**src/rtl/pc_stack_counter.sv**
```systemverilog
// rtl/pc_stack_counter.sv - program counter with step increment, relative branch and return-address stack
module pc_stack_counter #(
  parameter int N     = 16,
  parameter int STEP  = 1,
  parameter int DEPTH = 4,
  parameter int SPW   = $clog2(DEPTH + 1)
) (
  input  logic           clk,
  input  logic           reset,
  input  logic           load,
  input  logic           branch,
  input  logic           call,
  input  logic           ret,
  input  logic           inc,
  input  logic           clr_err,
  input  logic [N-1:0]   d,
  input  logic [N-1:0]   off,
  output logic [N-1:0]   q,
  output logic [SPW-1:0] depth,
  output logic           full,
  output logic           empty,
  output logic           ovf,
  output logic           unf
);

  // Stack index width; a one-entry stack still needs a 1-bit index.
  localparam int AW = (DEPTH > 1) ? $clog2(DEPTH) : 1;

  logic [N-1:0]   pc_q, pc_d;
  logic [SPW-1:0] depth_q, depth_d;
  logic           ovf_q, ovf_d;
  logic           unf_q, unf_d;
  logic [N-1:0]   stack_q [DEPTH];
  logic [N-1:0]   stack_d [DEPTH];

  logic [AW-1:0]  push_idx;
  logic [AW-1:0]  pop_idx;
  logic [N-1:0]   pc_next_seq;
  logic           full_w;
  logic           empty_w;

  assign full_w      = (depth_q == SPW'(DEPTH));
  assign empty_w     = (depth_q == '0);
  assign push_idx    = depth_q[AW-1:0];
  assign pop_idx     = AW'(depth_q - SPW'(1));
  assign pc_next_seq = pc_q + N'(STEP);

  // Next-state: one op per cycle in priority order; losing strobes have no side effects.
  always_comb begin
    pc_d    = pc_q;
    depth_d = depth_q;
    ovf_d   = ovf_q & ~clr_err;
    unf_d   = unf_q & ~clr_err;
    for (int i = 0; i < DEPTH; i++) begin
      stack_d[i] = stack_q[i];
    end

    if (load) begin
      pc_d = d;
    end else if (branch) begin
      pc_d = pc_q + off;
    end else if (call) begin
      if (full_w) begin
        ovf_d = 1'b1;
      end else begin
        stack_d[push_idx] = pc_next_seq;
        depth_d           = depth_q + SPW'(1);
        pc_d              = d;
      end
    end else if (ret) begin
      if (empty_w) begin
        unf_d = 1'b1;
      end else begin
        pc_d    = stack_q[pop_idx];
        depth_d = depth_q - SPW'(1);
      end
    end else if (inc) begin
      pc_d = pc_next_seq;
    end
  end

  // State registers; reset aborts any in-flight push or pop.
  always_ff @(posedge clk or negedge reset) begin
    if (!reset) begin
      pc_q    <= '0;
      depth_q <= '0;
      ovf_q   <= 1'b0;
      unf_q   <= 1'b0;
      for (int i = 0; i < DEPTH; i++) begin
        stack_q[i] <= '0;
      end
    end else begin
      pc_q    <= pc_d;
      depth_q <= depth_d;
      ovf_q   <= ovf_d;
      unf_q   <= unf_d;
      for (int i = 0; i < DEPTH; i++) begin
        stack_q[i] <= stack_d[i];
      end
    end
  end

  assign q     = pc_q;
  assign depth = depth_q;
  assign full  = full_w;
  assign empty = empty_w;
  assign ovf   = ovf_q;
  assign unf   = unf_q;

endmodule

```
**config.mk**
```make
export PLATFORM = sky130hd
export DESIGN_NAME = pc_stack_counter
export DESIGN_NICKNAME = d
export VERILOG_FILES = /design/src/rtl/pc_stack_counter.sv
export SDC_FILE = /design/constraint.sdc
export NUM_CORES = 1
export LEC_CHECK = 0
export CAP_MARGIN = 20
export CORE_AREA = 2 2 99 101
export DETAILED_ROUTE_END_ITERATION = 8
export DIE_AREA = 0 0 101 103
export PLACE_DENSITY_LB_ADDON = 0.1
export SYNTH_ARGS = -nofsm -noshare
export SYNTH_HDL_FRONTEND = slang
export SYNTH_SLANG_ARGS = --single-unit
```
**constraint.sdc**
```tcl
create_clock -name clk -period 3.4 [get_ports clk]
set_input_delay 0.68 -clock clk [delete_from_list [all_inputs] [get_ports clk]]
set_output_delay 0.68 -clock clk [all_outputs]
set_load 0.05 [all_outputs]
```
==> out/metrics.cfg, run 1 <==
[setup_path]
required_ns=3.66
startpoint=off[0]
cp-end-kind=flop
r2r_cells=8
worstSetupStartpointType=primary input
arrival_ns=3.13
rrSetupSlack_ns=0.82
r2r_start=q[0]
r2r-end=q[2]
worstPathMaxFanout=3
crit_type=in2reg
cp-endpoint=q[14]

[placement]
place_ws_ns=0.169
placed_area_sq_mm=0.00579
gp_congestion=0.894
dp_hpwl_mm=9.40
placed_cells=691
portBuffers=62

[timing]
max_freq_mhz=349
finalSetupViolCount=0
fin_ws_ns=0.533
layout_min_cycle_time_ns=2.87
slew_viol_final=0
hold_slack_ns=0.176
fin_setup_tns_ns=0
period_share=0.843
worst-slew-pin-transition_ns=0.608
fin_skew_ns=0.00615
hold_violations=0
rsz0062_at_grt=no
max_slew_margin=0.584

[power_and_ir_drop]
seqPwrFrac=0.360
combPwrFrac=0.500
clockPowerShare=0.140
p_leak_nw=2.52
switching_share=0.421
total_power_mw=4.85
power_density_mw_per_mm2=807
p_sw_mw=2.04
ir_drop_v=0.000392
p_int_mw=2.80

[logic_synthesis]
syn_area_sq_mm=0.00507
yosys_warnings=0
synth.distinct_cells=62
syn_nets=593
async_flop_share=1.00
synth_area_leaders=dfrtp_1 (42%), o21ai_0 (8.4%), mux4_2 (7.1%)
avgSynthCellArea_sq_um=9.55
synth_edf_count=0
seq_area_frac_synth=0.420
synth_top_flop_cell=dfrtp_1
netlist_instances=531
netlist.area_leader.share=0.420
ys_ff_latch=85
yosysTopAreaCell=dfrtp_1

[routing]
wire_per_inst_um=18.5
dr.pass1.iters=4
drt_iter0_drc=235
drt.antenna.violating_nets=0
drcViolationCount=0
vias=4258
finalWirelength_mm=13.1
routed_via_density=6.01

[cts]
insertion_delay_ns=0.35
cts_num_sinks=85
ctsResizeCount=0
cts_max_level=3
clkTransAtPathRegs_ns=0.09
cts_tree=yes
cts_hold_buf=0
cts_buffer_depth=2
cts_setup_buffers=0
cts-root-buf=clkbuf_8
cts_buffers=9

[global_routing]
grt_pass1_wl_mm=21.8
grt_pass1_vias=4155
grt_overflow=0
grt_max_degree=86
antenna_found_initial=0
grtUsageTotal=0.270

[floorplanning]
initial_utilization=0.536
io_pins=63
rows=36
die_w_um=101
dieHeight_um=103
die_area_sq_mm=0.0104
core_region_area_sq_mm=0.00946

[final_layout]
final_cell_area_sq_mm=0.00600
diodes=0
num-nets-final=651
area_growth_pct=18.5
fin_util=0.635
n_fill_cell=816
final_cell_mix=nand2_1 (94), o21ai_0 (85), dfrtp_1 (85), clkdlybuf4s50_1 (61), a21oi_1 (24)
final_common_cell=nand2_1
drive_above_1_share=0.106
final_cells=708

[job]
cap_violations=0

[status]
outcome=completed

[hold_path]
min_path_type=in2async

## critical path: stages
cell             delay [ns]
clkdlybuf4s50_1        0.41
ha_1                   0.24
fa_1                   0.40
a21oi_1                0.23
o21ai_0                0.16
o21ai_0                0.44
a21oi_1                0.15
xnor2_1                0.15
a311oi_1               0.25
## logic make-up (layout without fill, tap and decap cells)
family	after synthesis	in the layout	synth area share
AOI/OAI and AO/OA	175	175	0.212
xor gates and xnor gates	32	32	0.0553
adders and majority gates	22	22	0.0558
buffers and inverters	41	104	0.0358
DFF	85	85	0.420
muxes	22	22	0.0842
and+or+nand+nor	154	154	0.138
## registers in the layout, indices dropped and copies added, names as in the netlist
register,flops
stack_q,64
q,16
depth,3
ovf,1
unf,1
## synth_stat cells (all sizes together), types with 5 or more instances
library cell  instances
inv                  12
o211ai                9
mux4                 16
a21oi                24
xnor2                22
o22ai                12
clkbuf               20
ha                   21
nand2                94
dfrtp                85
o21ai                85
buf                   9
nor3                  5
nor2                 21
mux2                  5
a211oi                7
a31oi                 5
nand3                12
xor2                 10
## power by group through the flow
stage	logic [mW]	clock network, mW	registers, mW
global placement	2.36	0	1.73
CTS	2.42	0.700	1.74
global route	2.67	0.743	1.80
finish	2.42	0.677	1.75
floorplan	1.53	0	1.93
detailed placement	2.40	0	1.76
## how the worst min path moves through the flow
stage	slack, ns	cells after the start	endpoint
floorplan	0.38	0	depth[0]
global placement	0.46	2	stack_q[4]
CTS	0.49	2	stack_q[44]
global route	0.18	1	stack_q[51]
detailed placement	0.47	2	stack_q[44]
finish	0.18	1	stack_q[20]
## metal layers
layer	vias up	GRT usage	wire (um)
met1	2058	0.397	6150
met2	128	0.424	6100
met5	-	0	0
met4	0	0.0852	180
met3	14	0.0298	669
li1	2058	-	-
## area by class of cell
type	count	area (sq um)	area share
clock buffer	12	155	0.0258
inverter	12	45.0	0.00750
clock inverter	4	31.3	0.00521
multi-input combinational	405	2760	0.460
tap	114	143	0.0238
sequential	85	2130	0.354
timing repair buffer	76	743	0.124
No activity file was read; power rests on OpenSTA's default activity.
==> run 2: changes to the inputs <==
--- a/config.mk
+++ b/config.mk
@@ -6,9 +6,9 @@
 export NUM_CORES = 1
 export LEC_CHECK = 0
 export CAP_MARGIN = 20
-export CORE_AREA = 2 2 99 101
+export CORE_AREA = 2 2 103 105
 export DETAILED_ROUTE_END_ITERATION = 8
-export DIE_AREA = 0 0 101 103
+export DIE_AREA = 0 0 105 107
 export PLACE_DENSITY_LB_ADDON = 0.1
 export SYNTH_ARGS = -nofsm -noshare
 export SYNTH_HDL_FRONTEND = slang
==> constraint.sdc (replaced) <==
create_clock -name clk -period 2.6 [get_ports clk]
set_input_delay 0.52 -clock clk [delete_from_list [all_inputs] [get_ports clk]]
set_output_delay 0.52 -clock clk [all_outputs]
set_load 0.05 [all_outputs]
==> out/metrics.cfg, run 2 (synthesis gave the netlist of run 1 again) <==
[timing]
worst-slew-pin-transition_ns=0.648
hold_violations=0
hold_slack_ns=0.185
finalSetupViolCount=0
max_slew_margin=0.568
slew_viol_final=0
rsz0062_at_grt=no
max_freq_mhz=402
layout_min_cycle_time_ns=2.49
fin_skew_ns=0.00792
period_share=0.957

[global_routing]
antenna_found_initial=0
grtUsageTotal=0.259
grt_pass1_vias=4377
grt_pass1_wl_mm=22.9
grt_max_degree=51
grt_overflow=0

[routing]
drt_iter0_drc=303
dr.pass1.iters=5
drt.antenna.violating_nets=0
vias=4431
finalWirelength_mm=13.8
wire_per_inst_um=18.1
drcViolationCount=0
routed_via_density=5.82

[setup_path]
worstPathMaxFanout=3
required_ns=2.87
worstSetupStartpointType=primary input
arrival_ns=2.76
cp-end-kind=flop
crit_type=in2reg

[final_layout]
final_cell_mix=nand2_1 (94), o21ai_0 (84), dfrtp_1 (84), clkdlybuf4s50_1 (59), buf_4 (47)
largest_register_ffs=64
regArea_sq_mm=0.00213
final_cell_area_sq_mm=0.00632
top_register=stack_q
multi_input_area_sq_mm=0.00277
num-nets-final=682
n_fill_cell=894
final_common_cell=nand2_1
diodes=0
area_growth_pct=24.8
drive_above_1_share=0.158

[floorplanning]
rows=37
io_pins=63
initial_utilization=0.502
die_area_sq_mm=0.0112
die_w_um=105
core_region_area_sq_mm=0.0101
dieHeight_um=107

[cts]
cts_num_sinks=85
cts-root-buf=clkbuf_8
clkTransAtPathRegs_ns=0.09
cts_tree=yes
cts_max_level=3
cts_buffer_depth=2
cts_buffers=9
cts_hold_buf=0
ctsResizeCount=0
cts_setup_buffers=0
insertion_delay_ns=0.36

[power_and_ir_drop]
p_leak_nw=2.71
p_int_mw=4.04
power_density_mw_per_mm2=1070
combPwrFrac=0.492
p_sw_mw=2.73
ir_drop_v=0.000478
total_power_mw=6.77
clockPowerShare=0.171
switching_share=0.403
seqPwrFrac=0.337

[placement]
dp_hpwl_mm=10.6
placed_area_sq_mm=0.00607
portBuffers=62
gp_congestion=0.905

[hold_path]
min_path_type=in2async

[job]
cap_violations=0

[status]
outcome=completed

[run 2: changes by cell type in the layout (fill, tap and decap cells not counted), sizes merged]
| cell | change |
|---|---|
| buf | +33 |
| clkinvlp | -3 |
| clkinv | +2 |
| clkdlybuf4s50 | -2 |
| inv | -1 |
| clkbuf | -1 |
| bufinv | +3 |
[run 2: worst paths after layout]
path / startpoint / endpoint / slack [ns] / depth (start not counted)
max: off[0] / q[14] / 0.11 / 10
min: reset / stack_q[50] / 0.19 / 1
max reg2reg: q[0] / q[14] / 0.31 / 9
min reg2reg: stack_q[16] / stack_q[16] / 0.48 / 2
max in group asynchronous: reset / stack_q[9] / 1.81 / 2
min in group clk: stack_q[16] / stack_q[16] / 0.48 / 2
[run 2: power groups by stage]
stage	clock, mW	sequential (mW)	combinational (mW)
floorplan	0	2.53	2.01
global placement	0	2.27	3.24
detailed placement	0	2.30	3.32
CTS	1.18	2.28	3.33
global route	1.24	2.35	3.65
finish	1.16	2.29	3.33
[run 2: cell type report]
class,instances,share of cell area
Clock buffer,11,0.0224
Clock inverter,5,0.0170
Inverter,12,0.00712
Multi-Input combinational cell,405,0.438
Sequential cell,85,0.337
Tap cell,136,0.0269
Timing Repair Buffer,107,0.152
[run 2: metal layers]
metal	wire length, um	GRT usage
met1	6230	0.352
met2	6610	0.421
met3	668	0.0365
met4	280	0.105
met5	0	0
[run 2: through the flow]
| step | TNS, ns | setup WS (ns) | utilization | cells |
|---|---|---|---|---|
| after floorplan | 0 | 0.0333 | - | 531 |
| after global placement | -1.06 | -0.282 | 0.601 | 745 |
| after detailed placement | -1.36 | -0.309 | 0.601 | 745 |
| after CTS | 0 | 0.0591 | 0.626 | 761 |
| after global routing | 0 | 0.0458 | 0.627 | 761 |
| final | 0 | 0.111 | 0.627 | 761 |
[run 2: critical path, stage by stage]
cell and delay [ns]:
clkdlybuf4s50_1 0.41, ha_1 0.24, fa_1 0.41, a21oi_2 0.20, o21ai_0 0.14, o21ai_1 0.22
buf_4 0.16, a21oi_1 0.07, xnor2_1 0.13, a311oi_1 0.25
